**src/rtl/mult_seq_ctrl_pkg.sv**
```systemverilog
// Shared constants, state encoding and negation helpers for the sequential multiplier.
package mult_seq_ctrl_pkg;

  localparam int DATA_WIDTH = 32;
  localparam int MULT_ITER  = 32;
  localparam int CNT_W      = 5;

  typedef enum logic [2:0] {
    ST_IDLE = 3'd0,
    ST_PREP = 3'd1,
    ST_ITER = 3'd2,
    ST_FIX  = 3'd3,
    ST_DONE = 3'd4
  } state_e;

  function automatic logic [DATA_WIDTH-1:0] twos_comp32(input logic [DATA_WIDTH-1:0] v);
    return ~v + 1'b1;
  endfunction

  function automatic logic [2*DATA_WIDTH-1:0] twos_comp64(input logic [2*DATA_WIDTH-1:0] v);
    return ~v + 1'b1;
  endfunction

endpackage

```
**src/rtl/mult_seq_dp.sv**
```systemverilog
// Shift-add datapath: multiplicand register, HI/LO accumulator and the single 33-bit add.
module mult_seq_dp
  import mult_seq_ctrl_pkg::*;
(
  input  logic                  clk_i,
  input  logic                  rst_i,
  input  logic                  load_i,
  input  logic                  step_i,
  input  logic                  fix_i,
  input  logic                  neg_i,
  input  logic                  signed_i,
  input  logic [DATA_WIDTH-1:0] a_i,
  input  logic [DATA_WIDTH-1:0] b_i,
  output logic [DATA_WIDTH-1:0] hi_o,
  output logic [DATA_WIDTH-1:0] lo_o
);

  logic [DATA_WIDTH-1:0] mcnd_q, mcnd_d;
  logic [DATA_WIDTH-1:0] hi_q, hi_d;
  logic [DATA_WIDTH-1:0] lo_q, lo_d;
  logic [DATA_WIDTH:0]   sum;
  logic [DATA_WIDTH-1:0] addend;
  logic [2*DATA_WIDTH-1:0] fixed;

  assign addend = lo_q[0] ? mcnd_q : '0;
  assign sum    = {1'b0, hi_q} + {1'b0, addend};
  assign fixed  = twos_comp64({hi_q, lo_q});

  always_comb begin
    mcnd_d = mcnd_q;
    hi_d   = hi_q;
    lo_d   = lo_q;
    if (load_i) begin
      // 0x80000000 negates to itself, which is already the right unsigned magnitude.
      mcnd_d = (signed_i && a_i[DATA_WIDTH-1]) ? twos_comp32(a_i) : a_i;
      lo_d   = (signed_i && b_i[DATA_WIDTH-1]) ? twos_comp32(b_i) : b_i;
      hi_d   = '0;
    end else if (step_i) begin
      {hi_d, lo_d} = {sum, lo_q[DATA_WIDTH-1:1]};
    end else if (fix_i && neg_i) begin
      {hi_d, lo_d} = fixed;
    end
  end

  always_ff @(posedge clk_i or posedge rst_i) begin
    if (rst_i) begin
      mcnd_q <= '0;
      hi_q   <= '0;
      lo_q   <= '0;
    end else begin
      mcnd_q <= mcnd_d;
      hi_q   <= hi_d;
      lo_q   <= lo_d;
    end
  end

  assign hi_o = hi_q;
  assign lo_o = lo_q;

endmodule

```
**src/rtl/mult_seq_ctrl.sv**
```systemverilog
// Sequential signed/unsigned 32x32 multiplier: FSM, iteration counter and operand latch.
//   state   | meaning
//   IDLE    | waiting for START
//   PREP    | build operand magnitudes, load datapath, clear counter
//   ITER    | one shift-add per cycle, 32 cycles
//   FIX     | negate 64-bit result when operand signs differ
//   DONE    | result valid for one cycle; START here chains the next op
module mult_seq_ctrl
  import mult_seq_ctrl_pkg::*;
(
  input  logic                  CLK,
  input  logic                  RST,
  input  logic                  START,
  input  logic                  SIGNED,
  input  logic [DATA_WIDTH-1:0] A,
  input  logic [DATA_WIDTH-1:0] B,
  output logic [DATA_WIDTH-1:0] HI,
  output logic [DATA_WIDTH-1:0] LO,
  output logic                  BUSY,
  output logic                  DONE
);

  state_e                state_q, state_d;
  logic [CNT_W-1:0]      cnt_q, cnt_d;
  logic                  neg_q, neg_d;
  logic                  sgn_q, sgn_d;
  logic [DATA_WIDTH-1:0] a_q, a_d;
  logic [DATA_WIDTH-1:0] b_q, b_d;
  logic                  load, step, fix;

  always_comb begin
    state_d = state_q;
    cnt_d   = cnt_q;
    neg_d   = neg_q;
    sgn_d   = sgn_q;
    a_d     = a_q;
    b_d     = b_q;
    load    = 1'b0;
    step    = 1'b0;
    fix     = 1'b0;
    case (state_q)
      ST_IDLE, ST_DONE: begin
        state_d = ST_IDLE;
        if (START) begin
          state_d = ST_PREP;
          a_d     = A;
          b_d     = B;
          sgn_d   = SIGNED;
          neg_d   = SIGNED & (A[DATA_WIDTH-1] ^ B[DATA_WIDTH-1]);
        end
      end
      ST_PREP: begin
        load    = 1'b1;
        cnt_d   = '0;
        state_d = ST_ITER;
      end
      ST_ITER: begin
        step  = 1'b1;
        cnt_d = cnt_q + 1'b1;
        if (cnt_q == CNT_W'(MULT_ITER - 1)) state_d = ST_FIX;
      end
      ST_FIX: begin
        fix     = 1'b1;
        state_d = ST_DONE;
      end
      default: state_d = ST_IDLE;
    endcase
  end

  always_ff @(posedge CLK or posedge RST) begin
    if (RST) begin
      state_q <= ST_IDLE;
      cnt_q   <= '0;
      neg_q   <= 1'b0;
      sgn_q   <= 1'b0;
      a_q     <= '0;
      b_q     <= '0;
    end else begin
      state_q <= state_d;
      cnt_q   <= cnt_d;
      neg_q   <= neg_d;
      sgn_q   <= sgn_d;
      a_q     <= a_d;
      b_q     <= b_d;
    end
  end

  assign BUSY = (state_q == ST_PREP) || (state_q == ST_ITER) || (state_q == ST_FIX);
  assign DONE = (state_q == ST_DONE);

  mult_seq_dp u_dp (
    .clk_i   (CLK),
    .rst_i   (RST),
    .load_i  (load),
    .step_i  (step),
    .fix_i   (fix),
    .neg_i   (neg_q),
    .signed_i(sgn_q),
    .a_i     (a_q),
    .b_i     (b_q),
    .hi_o    (HI),
    .lo_o    (LO)
  );

endmodule

```
**config.mk**
```make
export PLATFORM = sky130hd
export DESIGN_NAME = mult_seq_ctrl
export DESIGN_NICKNAME = d
export VERILOG_FILES = /design/src/rtl/mult_seq_ctrl_pkg.sv /design/src/rtl/mult_seq_dp.sv /design/src/rtl/mult_seq_ctrl.sv
export SDC_FILE = /design/constraint.sdc
export NUM_CORES = 1
export LEC_CHECK = 0
export CORE_MARGIN = 4
export CORE_UTILIZATION = 44
export DETAILED_ROUTE_END_ITERATION = 10
export PLACE_DENSITY = 0.65
export SETUP_SLACK_MARGIN = 0.2
export SYNTH_ARGS = -nofsm -noshare
export SYNTH_HDL_FRONTEND = slang
export SYNTH_HIERARCHICAL = 1
export SYNTH_SLANG_ARGS = --single-unit
```
**constraint.sdc**
```tcl
create_clock -name CLK -period 4.1 [get_ports CLK]
set_input_delay 1.025 -clock CLK [delete_from_list [all_inputs] [get_ports CLK]]
set_output_delay 1.025 -clock CLK [all_outputs]
set_load 0.01 [all_outputs]
```
* Word-level counts from Yosys, hierarchy flattened
Index checks and enable logic that the tools add are counted.
** Cells by class
- $mul :: 0
- Mux-type cells :: 16
- Add/sub/neg operators :: 5
- Order comparisons :: 0
- Bitwise gates (word level) :: 5
- Reductions and logical operators :: 10
- Equal/unequal tests :: 6
- Div/mod/pow operators :: 0
- Shift-type cells :: 0
** Operators by type and width (count)
- two-way mux 32 bit :: 9
- adder 32 x 1 -> 32 bit, second input constant :: 2
- adder 64 x 1 -> 64 bit, second input constant :: 1
- inverter 32 bit :: 2
- inverter 64 bit :: 1
- adder 32 x 32 -> 33 bit :: 1
- one-hot mux 3 bit (4 select lines) :: 1
- one-hot mux 5 bit (2 select lines) :: 1
- equality test 3 x 2 -> 1 bit, second input constant :: 2
- adder 5 x 1 -> 5 bit, second input constant :: 1
- equality test 5 bit, second input constant :: 1
- two-way mux 1 bit :: 4
- equality test 3 x 1 -> 1 bit, second input constant :: 1
- equality test 3 bit, second input constant :: 1
- logical AND 1 bit :: 3
- logical NOT 3 bit :: 1
- two-way mux 3 bit :: 1
- nonzero test 3 bit :: 1
- logical OR 1 bit :: 2
- inequality test 2 bit, second input constant :: 1
- AND reduction 2 bit :: 1
- nonzero test 2 bit :: 1
- OR reduction 2 bit :: 1
- bitwise AND 1 bit :: 1
- XOR 1 bit :: 1
** Storage, ports and cells
- Memories kept :: 0
- Register bits after elaboration :: 170
- Input port bits :: 68
- Bits in latches :: 0
- Bits in read-only memories :: 0
- Memory bits (writable) :: 0

* Depth between registers and ports, before layout
Gate-level depths: netlist of the first run.
- Depth after elaboration :: 6
- Mapped depth :: 13

* By module
Netlist of the first run, hierarchy kept.
** By module, submodules not included
- mult_seq_dp :: cells each 1096, area an instance 8339.2 µm², times used 1, seq. area each 2402.3 µm²
- mult_seq_ctrl :: cells each 177, area an instance 2856.5 µm², times used 1, seq. area each 1851.8 µm²

* Worst setup path after synthesis of the first run
No wires, ideal clock.
- Path kind :: register -> register
- Start point :: register u_dp.lo_q[0] (netlist: u_dp/lo_o[0])
- End point :: register u_dp.hi_q[28] (netlist: u_dp/hi_o[28])
- Path slack :: 0.862 ns
- Path buffers :: 1
- Stages on the path, launching flop included :: 12
- Required time :: 3.969 ns
- Arrival :: 3.107 ns
- Cells stage by stage :: dfrtp_1 -> clkbuf_1 -> inv_1 -> ha_1 -> or4b_4 -> nor3_1 -> nand2_2 -> nor4_4 -> a21oi_2 -> xnor2_1 -> o32ai_1 -> or3_1
** On the way
- Cells in the longest elaborated chain, start to end :: 5
** RTL lines
- start: declaration :: RTL line mult_seq_dp.sv:20 : logic [DATA_WIDTH-1:0] lo_q, lo_d;
- start signal: assignment :: RTL line mult_seq_dp.sv:53 : lo_q <= lo_d;
- inverter 64 bit :: RTL line mult_seq_ctrl_pkg.sv:21 : return ~v + 1'b1;
- adder 64 x 1 -> 64 bit :: RTL line mult_seq_ctrl_pkg.sv:21
- two-way mux 32 bit :: RTL line mult_seq_dp.sv:40 : end else if (fix_i && neg_i) begin
- two-way mux 32 bit (*) :: RTL line mult_seq_dp.sv:38 : end else if (step_i) begin
- two-way mux 32 bit (*) :: RTL line mult_seq_dp.sv:33 : if (load_i) begin
- end signal: assignment :: RTL line mult_seq_dp.sv:52 : hi_q <= hi_d;
- end: declaration :: RTL line mult_seq_dp.sv:19 : logic [DATA_WIDTH-1:0] hi_q, hi_d;
Mark *: on every way between the ends. The rest lies on a longest branch, timed or not. The select of a mux whose other input is x is not followed.
A chain may end at the register's enable or synchronous reset.

* Worst setup path after layout of the first run
- Start point :: register u_dp.hi_q[10] (netlist: u_dp/hi_o[10])
- End point :: register u_dp.hi_q[28] (netlist: u_dp/hi_o[28])
** On the way
- Cells in the longest elaborated chain, start to end :: 5
** RTL lines (RTL line)
- inverter 64 bit :: mult_seq_ctrl_pkg.sv:21
- adder 64 x 1 -> 64 bit :: mult_seq_ctrl_pkg.sv:21
- two-way mux 32 bit :: mult_seq_dp.sv:40
- two-way mux 32 bit (*) :: mult_seq_dp.sv:38
- two-way mux 32 bit (*) :: mult_seq_dp.sv:33
Marked as above.

==> results.sh, run 1 <==
export IMPL_status="finished clean"
export IMPL_synth_compound_area_share_pct=17.3
export IMPL_syn_to_final_growth_pct=20.1
export IMPL_min_delay_start="cnt_q[4]$_DFFE_PP0P_"
export IMPL_ir_worst_vdd_mv=0.387
export IMPL_cts_tree="built"
export IMPL_hold_path_end="cnt_q[4]$_DFFE_PP0P_"
export IMPL_dp_hpwl_um=22800
export IMPL_drt_pass1_iter_count=7
export IMPL_wl_per_cell_um=17.9
export IMPL_syn_area_per_cell_sq_um=8.79
export IMPL_die_w_um=168
export IMPL_ys_flop_type="dfrtp_1"
export IMPL_syn_area_sq_mm=0.0112
export IMPL_async_reset_ff_share_pct=100
export IMPL_preCtsSetupSlack_ns=0.947
export IMPL_drive_gt1_share_pct=7.29
export IMPL_setup_viol=0
export IMPL_period_needed_ns=3.21
export IMPL_antenna_cells=0
export IMPL_vias_per_cell=5.63
export IMPL_start_util_pct=44.6
export IMPL_startpoint_type="flip-flop"
export IMPL_root_buffer="clkbuf_16"
export IMPL_cp_max_fo=8
export IMPL_cts_buffer_depth=2
export IMPL_cts_resized=0
export IMPL_grt_overflow=0
export IMPL_whs_path_depth=1
export IMPL_fin_tns_setup_ns=0
export IMPL_insertion_delay_ns=0.43
export IMPL_rrSetupSlack_ns=0.89
export IMPL_nFillCells=2379
export IMPL_synth_nets=1379
export IMPL_crit_type="flip-flop to flip-flop"
export IMPL_routed_wl_um=30700
export IMPL_fmaxAchievable_ghz=0.312
export IMPL_grt_pass1_wl_um=49800
export IMPL_final_nets=1479
export IMPL_ant_nets=0
export IMPL_rr_endpoint="u_dp/hi_o[28]$_DFFE_PP0P_"
export IMPL_synth_edf_count=0
export IMPL_path_buf_inv=0
export IMPL_route_detailed_drc=0
export IMPL_crit_family="simple AND/OR/NAND/NOR gates"
export IMPL_max_stage_delay_ns=0.66
export IMPL_drt_iter0_markers=800
export IMPL_placement_io_buffers=133
export IMPL_powerDensity_mw_per_mm2=866
export IMPL_hold_violations=0
export IMPL_leakage_nw=5.56
export IMPL_seq_area_sq_mm=0.00425
export IMPL_cts_setup_buffers=0
export IMPL_synth_seq_cells=170
export IMPL_cp_end_kind="flip-flop"
export IMPL_cp_cell_sequence="or4_1 -> or4b_1 -> or3_4 -> nor4_4 -> a21oi_2 -> xnor2_1 -> o32ai_1 -> or3_1"
export IMPL_cts_buffers=17
export IMPL_yosysTopAreaCellShare_pct=38.0
export IMPL_maxCapViolations=0
export IMPL_num_rows=58
export IMPL_synth_distinct_cells=74
export IMPL_track_usage_pct=21.6
export IMPL_die_h_um=168
export IMPL_antenna_found_initial=0
export IMPL_tightest_slew_ns=0.792
export IMPL_synth_top_family_by_area="simple AND/OR/NAND/NOR gates"
export IMPL_setup_slack_ns=0.893
export IMPL_yosys_area_share_simple_pct=18.8
export IMPL_hold_buffers=0
export IMPL_ioPinCount=134
export IMPL_vias=9669
export IMPL_cp_arrival_ns=3.52
export IMPL_synth_top_cell_by_area="dfrtp_1"
export IMPL_rr_startpoint="u_dp/hi_o[10]$_DFFE_PP0P_"
export IMPL_cts_htree_levels=4
export IMPL_rsz0062_at_grt="no"
export IMPL_synth_area_leaders="dfrtp_1, xor2_1, a21oi_1, xnor2_1, nor2_1"
export IMPL_yosysSeqAreaShare_pct=38.0
export IMPL_drv_slew=0
export IMPL_hold_class="flip-flop to flip-flop"
export IMPL_gp_congestion=0.922
export IMPL_synthMuxAreaShare_pct=7.63
export IMPL_core_area_sq_mm=0.0251
export IMPL_grt_start_max_net_pins=83
export IMPL_r2r_cells=8
export IMPL_multiInputGateArea_sq_mm=0.00655
export IMPL_required_ns=4.41
export IMPL_max_slew_margin_pct=47.2
export IMPL_path_clk_slew_ns=0.07
export IMPL_syn_inst=1273
export IMPL_die_area_sq_mm=0.0281
export IMPL_critPathSlowestCell="or4_1"
export IMPL_period_share_pct=78.2
export IMPL_synth_warnings=6
export IMPL_grt_pass1_vias=8935
export IMPL_synthXorXnorAreaFrac_pct=10.4
export IMPL_cts_sinks=170
export IMPL_finClkSkew_ns=0.0176
export IMPL_synthAdderAreaFrac_pct=4.31
-- layout by cell type, fill, tap and decap left out, types with 5 or more instances in the layout --
cell type	n
nand2b_1	8
ha_1	37
buf_4	14
inv_8	6
or4_1	12
a21oi_1	117
xnor2_1	63
nand2_1	105
o22ai_1	8
dfrtp_1	170
clkbuf_16	17
and3_1	9
mux2i_1	10
a21o_1	9
mux2_2	34
a211oi_1	28
nor2_1	140
nand3_1	23
o21ai_0	98
nand4_1	5
o31ai_1	15
inv_1	27
a31oi_1	11
nor4_1	17
o21bai_1	5
o41ai_1	9
and2_1	39
mux2_1	33
or3_1	16
xor2_1	70
clkdlybuf4s50_1	133
nor3_1	27
-- through the flow --
stage                     cells  utilization [%]  power, mW  instance area (sq um)  hold slack, ns
final                      1716             53.6       11.7                  13500           0.507
after detailed placement   1684             51.0       9.85                  12800           0.491
after global routing       1716             53.6       12.6                  13500           0.529
after global placement     1684             51.0       9.74                  12800           0.482
after CTS                  1716             53.6       11.6                  13500           0.508
after floorplan            1273                -       7.75                  11200           0.458
-- synthesized netlist by cell type, types with 29 or more instances --
| master | number |
|---|---|
| a21oi_1 | 117 |
| and2_1 | 39 |
| clkbuf_1 | 53 |
| dfrtp_1 | 170 |
| ha_1 | 37 |
| inv_1 | 29 |
| mux2_1 | 33 |
| mux2_2 | 34 |
| nand2_1 | 105 |
| nor2_1 | 140 |
| o21ai_0 | 98 |
| xnor2_1 | 63 |
| xor2_1 | 70 |
-- flip-flops by register name (all words and copies together), names as in the netlist --
| signal | flops |
|---|---|
| b_q | 32 |
| state_q | 3 |
| u_dp/mcnd_q | 32 |
| u_dp/lo_o | 32 |
| neg_q | 1 |
| sgn_q | 1 |
| u_dp/hi_o | 32 |
| cnt_q | 5 |
| a_q | 32 |
-- logic make-up after synthesis --
| kind of cell | Yosys count |
|---|---|
| mux | 77 |
| fa+ha+maj | 38 |
| xor+xnor | 133 |
| flops | 170 |
| buf+inv | 99 |
| simple gates | 428 |
| compound gates | 328 |
-- final cells by class --
type,instances,share of cell area (%)
flip-flops and latches,170,31.6
clock inverters,14,1.45
clock buffers,18,3.27
repair buffers,149,11.0
well taps,330,3.07
multi-input cells,1004,48.7
inverters,31,0.902
-- worst max-delay path by stage --
stage                     slack [ns]                        end                 startpoint  cells after the start
after floorplan                 0.57   u_dp/hi_o[0]$_DFFE_PP0P_                        RST                      1
after global placement          1.01  u_dp/hi_o[28]$_DFFE_PP0P_  u_dp/hi_o[10]$_DFFE_PP0P_                      8
after detailed placement        0.95  u_dp/hi_o[13]$_DFFE_PP0P_   u_dp/lo_o[0]$_DFFE_PP0P_                     13
after CTS                       0.91  u_dp/hi_o[28]$_DFFE_PP0P_  u_dp/hi_o[10]$_DFFE_PP0P_                      8
after global routing            0.56  u_dp/hi_o[13]$_DFFE_PP0P_   u_dp/lo_o[0]$_DFFE_PP0P_                     13
final                           0.89  u_dp/hi_o[28]$_DFFE_PP0P_  u_dp/hi_o[10]$_DFFE_PP0P_                      8
-- routing by layer --
layer  wire, um  share of wire (%)  up-vias  GRT usage (%)
met5          0                  0        -              0
met4        361                1.2        0           4.41
met2      12900                 42      327           30.6
li1           -                  -     4733              -
met3       1900                6.2       23           3.66
met1      15500                 51     4586           34.6
-- power breakdown --
| group | internal [mW] | total (mW) | switching, mW |
|---|---|---|---|
| clock | 0.957 | 1.74 | 0.786 |
| sequential | 2.52 | 3.64 | 1.12 |
| combinational | 2.83 | 6.27 | 3.44 |
| total | 6.31 | 11.7 | 5.35 |
No activity file was read; power rests on OpenSTA's default activity.
==> inputs of run 2 (changes only) <==
==> constraint.sdc (replaced) <==
create_clock -name CLK -period 3.34 [get_ports CLK]
set_input_delay 0.835 -clock CLK [delete_from_list [all_inputs] [get_ports CLK]]
set_output_delay 0.835 -clock CLK [all_outputs]
set_load 0.01 [all_outputs]
==> run 2 against run 1 <==
Effect of this change: power rose by 24%; via count rose by 1.8%; sequential power rose by 22%; core utilization rose by 0.72 points; sequential share of layout area fell by 0.41 points; setup slack got worse by 0.63 ns; routed wire length rose by 2.7%; first-iteration DRC count rose by 29%; combinational power rose by 27%; critical endpoint unchanged; highest routed layer unchanged.
==> results.sh, run 2 (synthesized netlist as in run 1, its figures left out) <==
export IMPL_status="finished clean"
export IMPL_power_share_sequential_pct=30.9
export IMPL_drv_slew=0
export IMPL_hold_violations=0
export IMPL_ioPinCount=134
export IMPL_vias_per_cell=5.68
export IMPL_cp_end_kind="flip-flop"
export IMPL_maxCapViolations=0
export IMPL_met3_usage_pct=3.23
export IMPL_busiest_layer="met1"
export IMPL_antenna_cells=0
export IMPL_path_buf_inv=0
export IMPL_cts_buffers=17
export IMPL_r2r_cells=8
export IMPL_grt_start_max_net_pins=114
export IMPL_start_util_pct=44.6
export IMPL_cts_tree="built"
export IMPL_final_cell_mix="dfrtp_1, nor2_1, clkdlybuf4s50_1"
export IMPL_fin_tns_setup_ns=0
export IMPL_preCtsSetupSlack_ns=0.225
export IMPL_drive_gt1_share_pct=9.34
export IMPL_setup_slack_ns=0.267
export IMPL_cp_endpoint="u_dp/hi_o[28]$_DFFE_PP0P_"
export IMPL_grt_pass1_vias=9202
export IMPL_ant_nets=0
export IMPL_nFillCells=2330
export IMPL_ir_worst_vdd_mv=0.499
export IMPL_setup_viol=0
export IMPL_root_buffer="clkbuf_16"
export IMPL_route_detailed_drc=0
export IMPL_path_clk_slew_ns=0.08
export IMPL_cts_buffer_depth=2
export IMPL_leakage_nw=5.64
export IMPL_drt_pass1_iter_count=5
export IMPL_cts_sinks=170
export IMPL_grt_pass1_wl_um=50100
export IMPL_insertion_delay_ns=0.44
export IMPL_max_stage_delay_ns=0.54
export IMPL_startpoint_type="flip-flop"
export IMPL_gp_congestion=0.942
export IMPL_crit_type="flip-flop to flip-flop"
export IMPL_cts_htree_levels=4
export IMPL_dp_hpwl_um=23200
export IMPL_cp_max_fo=3
export IMPL_tightest_slew_ns=0.822
export IMPL_multiInputGateArea_sq_mm=0.00662
export IMPL_die_area_sq_mm=0.0281
export IMPL_final_nets=1496
export IMPL_track_usage_pct=22.0
export IMPL_crit_family="simple AND/OR/NAND/NOR gates"
export IMPL_period_needed_ns=3.07
export IMPL_p_int_mw=7.78
export IMPL_drt_iter0_markers=1031
export IMPL_worst_path_stages=8
export IMPL_finClkSkew_ns=0.0142
export IMPL_num_rows=58
export IMPL_routed_wl_um=31500
export IMPL_rr_startpoint="u_dp/hi_o[10]$_DFFE_PP0P_"
export IMPL_period_share_pct=92.0
export IMPL_critPathSlowestCell="or4_4"
export IMPL_grt_overflow=0
export IMPL_cp_cell_sequence="or4_4 -> or4b_4 -> or3_4 -> nor4_4 -> a21oi_2 -> xnor2_1 -> o32ai_1 -> or3_1"
export IMPL_power_share_clock_pct=14.0
export IMPL_rsz0062_at_grt="yes"
export IMPL_max_slew_margin_pct=45.0
export IMPL_rrSetupSlack_ns=0.27
export IMPL_p_sw_mw=6.64
export IMPL_pwr_share_comb_pct=55.1
export IMPL_required_ns=3.66
export IMPL_switching_share_pct=46.0
export IMPL_die_h_um=168
export IMPL_cp_arrival_ns=3.39
export IMPL_syn_to_final_growth_pct=21.7
export IMPL_placement_io_buffers=133
export IMPL_layout_commonest_cell="dfrtp_1"
export IMPL_die_w_um=168
export IMPL_seq_area_sq_mm=0.00426
export IMPL_wl_per_cell_um=18.2
export IMPL_core_area_sq_mm=0.0251
export IMPL_vias=9847
export IMPL_powerDensity_mw_per_mm2=1060
export IMPL_antenna_found_initial=0
export IMPL_rr_endpoint="u_dp/hi_o[28]$_DFFE_PP0P_"
export IMPL_startpoint="u_dp/hi_o[10]$_DFFE_PP0P_"
export IMPL_hold_class="flip-flop to flip-flop"
export IMPL_met1_usage_pct=34.3
export IMPL_fmaxAchievable_ghz=0.325
export IMPL_globalRouteMet2Util_pct=32.4
-- run 2: changes by cell type in the layout (fill, tap and decap cells not counted), moves of 2 or more --
cell,delta
o31ai_1,-2
a21oi_2,+2
buf_4,+14
inv_8,-2
o31ai_2,+2
a21oi_1,-2
o21ai_0,-2
clkinvlp_4,+2
o21ai_1,+2
inv_6,+2
buf_12,+2
clkinv_2,+2
-- run 2: worst min-delay path by stage --
stage	to	cells after the start	startpoint	slack (ns)
2_1_floorplan	cnt_q[2]$_DFFE_PP0P_	1	cnt_q[2]$_DFFE_PP0P_	0.46
3_3_place_gp	cnt_q[2]$_DFFE_PP0P_	1	cnt_q[2]$_DFFE_PP0P_	0.49
3_5_place_dp	cnt_q[2]$_DFFE_PP0P_	1	cnt_q[2]$_DFFE_PP0P_	0.49
4_1_cts	cnt_q[2]$_DFFE_PP0P_	1	cnt_q[2]$_DFFE_PP0P_	0.50
5_1_grt	u_dp/mcnd_q[27]$_DFFE_PP0P_	2	u_dp/mcnd_q[27]$_DFFE_PP0P_	0.54
6_report	cnt_q[2]$_DFFE_PP0P_	1	cnt_q[2]$_DFFE_PP0P_	0.50
-- run 2: power by group through the flow --
stage	Clock, mW	Sequential, mW	Combinational, mW
global placement	0	4.42	7.67
detailed placement	0	4.46	7.79
floorplan	0	4.20	5.31
finish	2.01	4.45	7.95
CTS	2.05	4.43	7.83
global route	2.15	4.62	8.75
-- run 2: per-stage QoR --
step           power, mW  util (%)  area, sq um  cells  hold WS (ns)
6_report            14.4      54.3        13600   1733         0.501
2_1_floorplan       9.51         -        11200   1273         0.458
3_3_place_gp        12.1      51.6        12900   1697         0.486
5_1_grt             15.5      54.3        13600   1733         0.544
3_5_place_dp        12.3      51.6        12900   1697         0.494
4_1_cts             14.3      53.9        13500   1729         0.500
-- run 2: repair_timing --
item,4_1_cts,5_1_grt
endpoints found under the setup margin,5,16
hold buffers,0,0
cloned,0,0
pin swaps,0,2
gates resized for setup,1,15
setup buffers,0,4
-- run 2: routing by layer --
layer,vias up,wire (um)
met5,-,0
met4,0,467
met3,39,1750
met2,314,13600
met1,4740,15700
li1,4754,-
-- run 2: worst reg2reg max path, delay by kind of cell, from the launching register on --
kind,cells,cell delay [ns]
AO/OA/AOI/OAI,2,0.21
flip-flops,1,0.38
AND/OR/NAND/NOR,5,2.16
XOR/XNOR,1,0.21
-- run 2: cell type report --
cell class / instances / area share, %
clock buffer: 18 / 3.22
clock inverter: 14 / 1.12
inverter: 31 / 0.900
multi-input combinational: 1004 / 48.5
sequential: 170 / 31.2
tap: 330 / 3.03
timing repair buffer: 166 / 12.0
==> inputs of run 3 (changes only) <==
--- a/config.mk
+++ b/config.mk
@@ -8,7 +8,7 @@
 export CORE_MARGIN = 4
 export CORE_UTILIZATION = 44
 export DETAILED_ROUTE_END_ITERATION = 10
-export PLACE_DENSITY = 0.65
+export DONT_BUFFER_PORTS = 1
 export SETUP_SLACK_MARGIN = 0.2
 export SYNTH_ARGS = -nofsm -noshare
 export SYNTH_HDL_FRONTEND = slang
==> run 3 against run 2 <==
Effect of this change: clock-buffer cell count unchanged; critical path depth up 5; global-route usage about the same; largest cell class unchanged; design area down 9.5%; flip-flop and latch count unchanged; sequential power up 1%; sequential share of layout area up 3.3 points; core utilization down 5.2 points; die area unchanged; first-iteration DRC count down 13%; via count down 5.2%; critical endpoint is now u_dp/hi_o[25]$_DFFE_PP0P_.
==> results.sh, run 3 (synthesized netlist as in run 1, its figures left out) <==
export IMPL_die_area_sq_mm=0.0281
export IMPL_placement_io_buffers=0
export IMPL_cp_max_fo=31
export IMPL_syn_to_final_growth_pct=10.2
export IMPL_tightest_slew_ns=0.822
export IMPL_ioPinCount=134
export IMPL_num_rows=58
export IMPL_grt_overflow=0
export IMPL_crit_family="compound AO/OA/AOI/OAI gates"
export IMPL_critPathSlowestCell="dfrtp_2"
export IMPL_max_stage_delay_ns=0.45
export IMPL_grt_start_max_net_pins=120
export IMPL_root_buffer="clkbuf_16"
export IMPL_ant_nets=0
export IMPL_rsz0062_at_grt="yes"
export IMPL_vias=9339
export IMPL_busiest_layer="met1"
export IMPL_wl_per_cell_um=19.3
export IMPL_period_needed_ns=3.02
export IMPL_grt_pass1_wl_um=49800
export IMPL_cts_htree_levels=4
export IMPL_die_w_um=168
export IMPL_final_nets=1371
export IMPL_path_buf_inv=2
export IMPL_routed_wl_um=31100
export IMPL_nFillCells=2476
export IMPL_powerDensity_mw_per_mm2=1110
export IMPL_core_area_sq_mm=0.0251
export IMPL_post_dp_cell_area_sq_mm=0.0117
export IMPL_cp_end_kind="flip-flop"
export IMPL_fin_tns_setup_ns=0
export IMPL_fmaxAchievable_ghz=0.331
export IMPL_route_detailed_drc=0
export IMPL_drv_slew=0
export IMPL_met1_usage_pct=35.7
export IMPL_ir_worst_vdd_mv=0.538
export IMPL_track_usage_pct=22.1
export IMPL_path_clk_slew_ns=0.07
export IMPL_vias_per_cell=5.80
export IMPL_drive_gt1_share_pct=10.6
export IMPL_grt_pass1_vias=8564
export IMPL_met3_usage_pct=5.15
export IMPL_antenna_found_initial=4
export IMPL_drt_pass1_iter_count=5
export IMPL_stdcell_area_sq_mm=0.0123
export IMPL_required_ns=3.63
export IMPL_cts_tree="built"
export IMPL_cts_sinks=170
export IMPL_cp_cell_sequence="buf_8 -> and2_1 -> ha_1 -> inv_1 -> fa_1 -> nor2b_1 -> o31a_1 -> o31ai_1 -> a21oi_2 -> o31ai_2 -> a31oi_1 -> mux2i_1 -> o311ai_0"
export IMPL_die_h_um=168
export IMPL_max_slew_margin_pct=45.2
export IMPL_cp_arrival_ns=3.32
export IMPL_final_cell_mix="dfrtp_1, nor2_1, a21oi_1"
export IMPL_layout_commonest_cell="dfrtp_1"
export IMPL_startpoint_type="flip-flop"
export IMPL_hold_class="input port to async pin"
export IMPL_start_util_pct=44.6
export IMPL_cts_buffer_depth=2
export IMPL_cts_buffers=17
export IMPL_hold_violations=0
export IMPL_crit_type="flip-flop to flip-flop"
export IMPL_leakage_nw=5.16
export IMPL_setup_viol=0
export IMPL_period_share_pct=90.5
export IMPL_maxCapViolations=0
export IMPL_drt_iter0_markers=895
export IMPL_status="finished clean"
export IMPL_globalRouteMet2Util_pct=29.4
export IMPL_insertion_delay_ns=0.44
export IMPL_finClkSkew_ns=0.0128
export IMPL_gp_congestion=0.924
export IMPL_dp_hpwl_um=23500
[run 3: cell count changes in the layout (fill, tap and decap cells not counted), sizes merged]
cell,change
buf,+8
diode,+2
clkinvlp,+1
clkdlybuf4s50,-133
inv,-1
clkinv,+1
bufinv,-1
[run 3: power by group]
| part | total [mW] | switching [mW] | internal [mW] |
|---|---|---|---|
| clock network | 1.99 | 0.972 | 1.02 |
| logic | 7.23 | 4.23 | 3.00 |
| registers | 4.50 | 1.41 | 3.10 |
[run 3: what timing repair did]
| action | CTS | global route |
|---|---|---|
| hold buffers | 0 | 0 |
| setup buffers | 0 | 2 |
| gates resized for setup | 3 | 11 |
| pin swaps | 0 | 3 |
| hold endpoints to repair | 0 | 0 |
| endpoints found under the setup margin | 2 | 15 |
| gates cloned | 0 | 0 |
[run 3: routing by layer]
metal	vias to the layer above	wire (um)
li1	4517	-
met1	4452	15700
met2	335	12400
met3	31	2590
met4	4	462
met5	-	21
[run 3: per-stage QoR]
step | utilization, % | hold WS, ns | power (mW) | setup slack [ns] | cells
6_report | 49.1 | 0.401 | 13.7 | 0.317 | 1610
5_1_grt | 49.1 | 0.449 | 14.8 | 0.121 | 1610
4_1_cts | 48.9 | 0.412 | 13.7 | 0.233 | 1606
3_5_place_dp | 46.5 | 0.491 | 11.6 | 0.105 | 1574
3_3_place_gp | 46.5 | 0.484 | 11.5 | 0.227 | 1574
2_1_floorplan | - | 0.458 | 9.51 | 0.307 | 1273
[run 3: path summary, 6_finish.rpt]
check                           cells after the start                      from  slack [ns]                    endpoint
worst max-delay path                               13  u_dp/lo_o[0]$_DFFE_PP0P_        0.32   u_dp/hi_o[25]$_DFFE_PP0P_
worst min-delay path                                1                       RST        0.40         b_q[31]$_DFFE_PP0P_
worst max register to register                     13  u_dp/lo_o[0]$_DFFE_PP0P_        0.32   u_dp/hi_o[25]$_DFFE_PP0P_
worst min register to register                      1      cnt_q[2]$_DFFE_PP0P_        0.50        cnt_q[2]$_DFFE_PP0P_
max in group asynchronous                           2                       RST        2.11  u_dp/mcnd_q[6]$_DFFE_PP0P_
min in group CLK                                    1      cnt_q[2]$_DFFE_PP0P_        0.50        cnt_q[2]$_DFFE_PP0P_
[run 3: cell type report]
class                           instances  area (sq um)  area share, %
Tap cell                              330           413           3.35
Sequential cell                       170          4260           34.5
Clock inverter                         14           150           1.22
Clock buffer                           18           439           3.56
Inverter                               31           123          0.994
Multi-Input combinational cell       1004          6600           53.5
Timing Repair Buffer                   41           353           2.86
Antenna cell                            2          5.00         0.0406
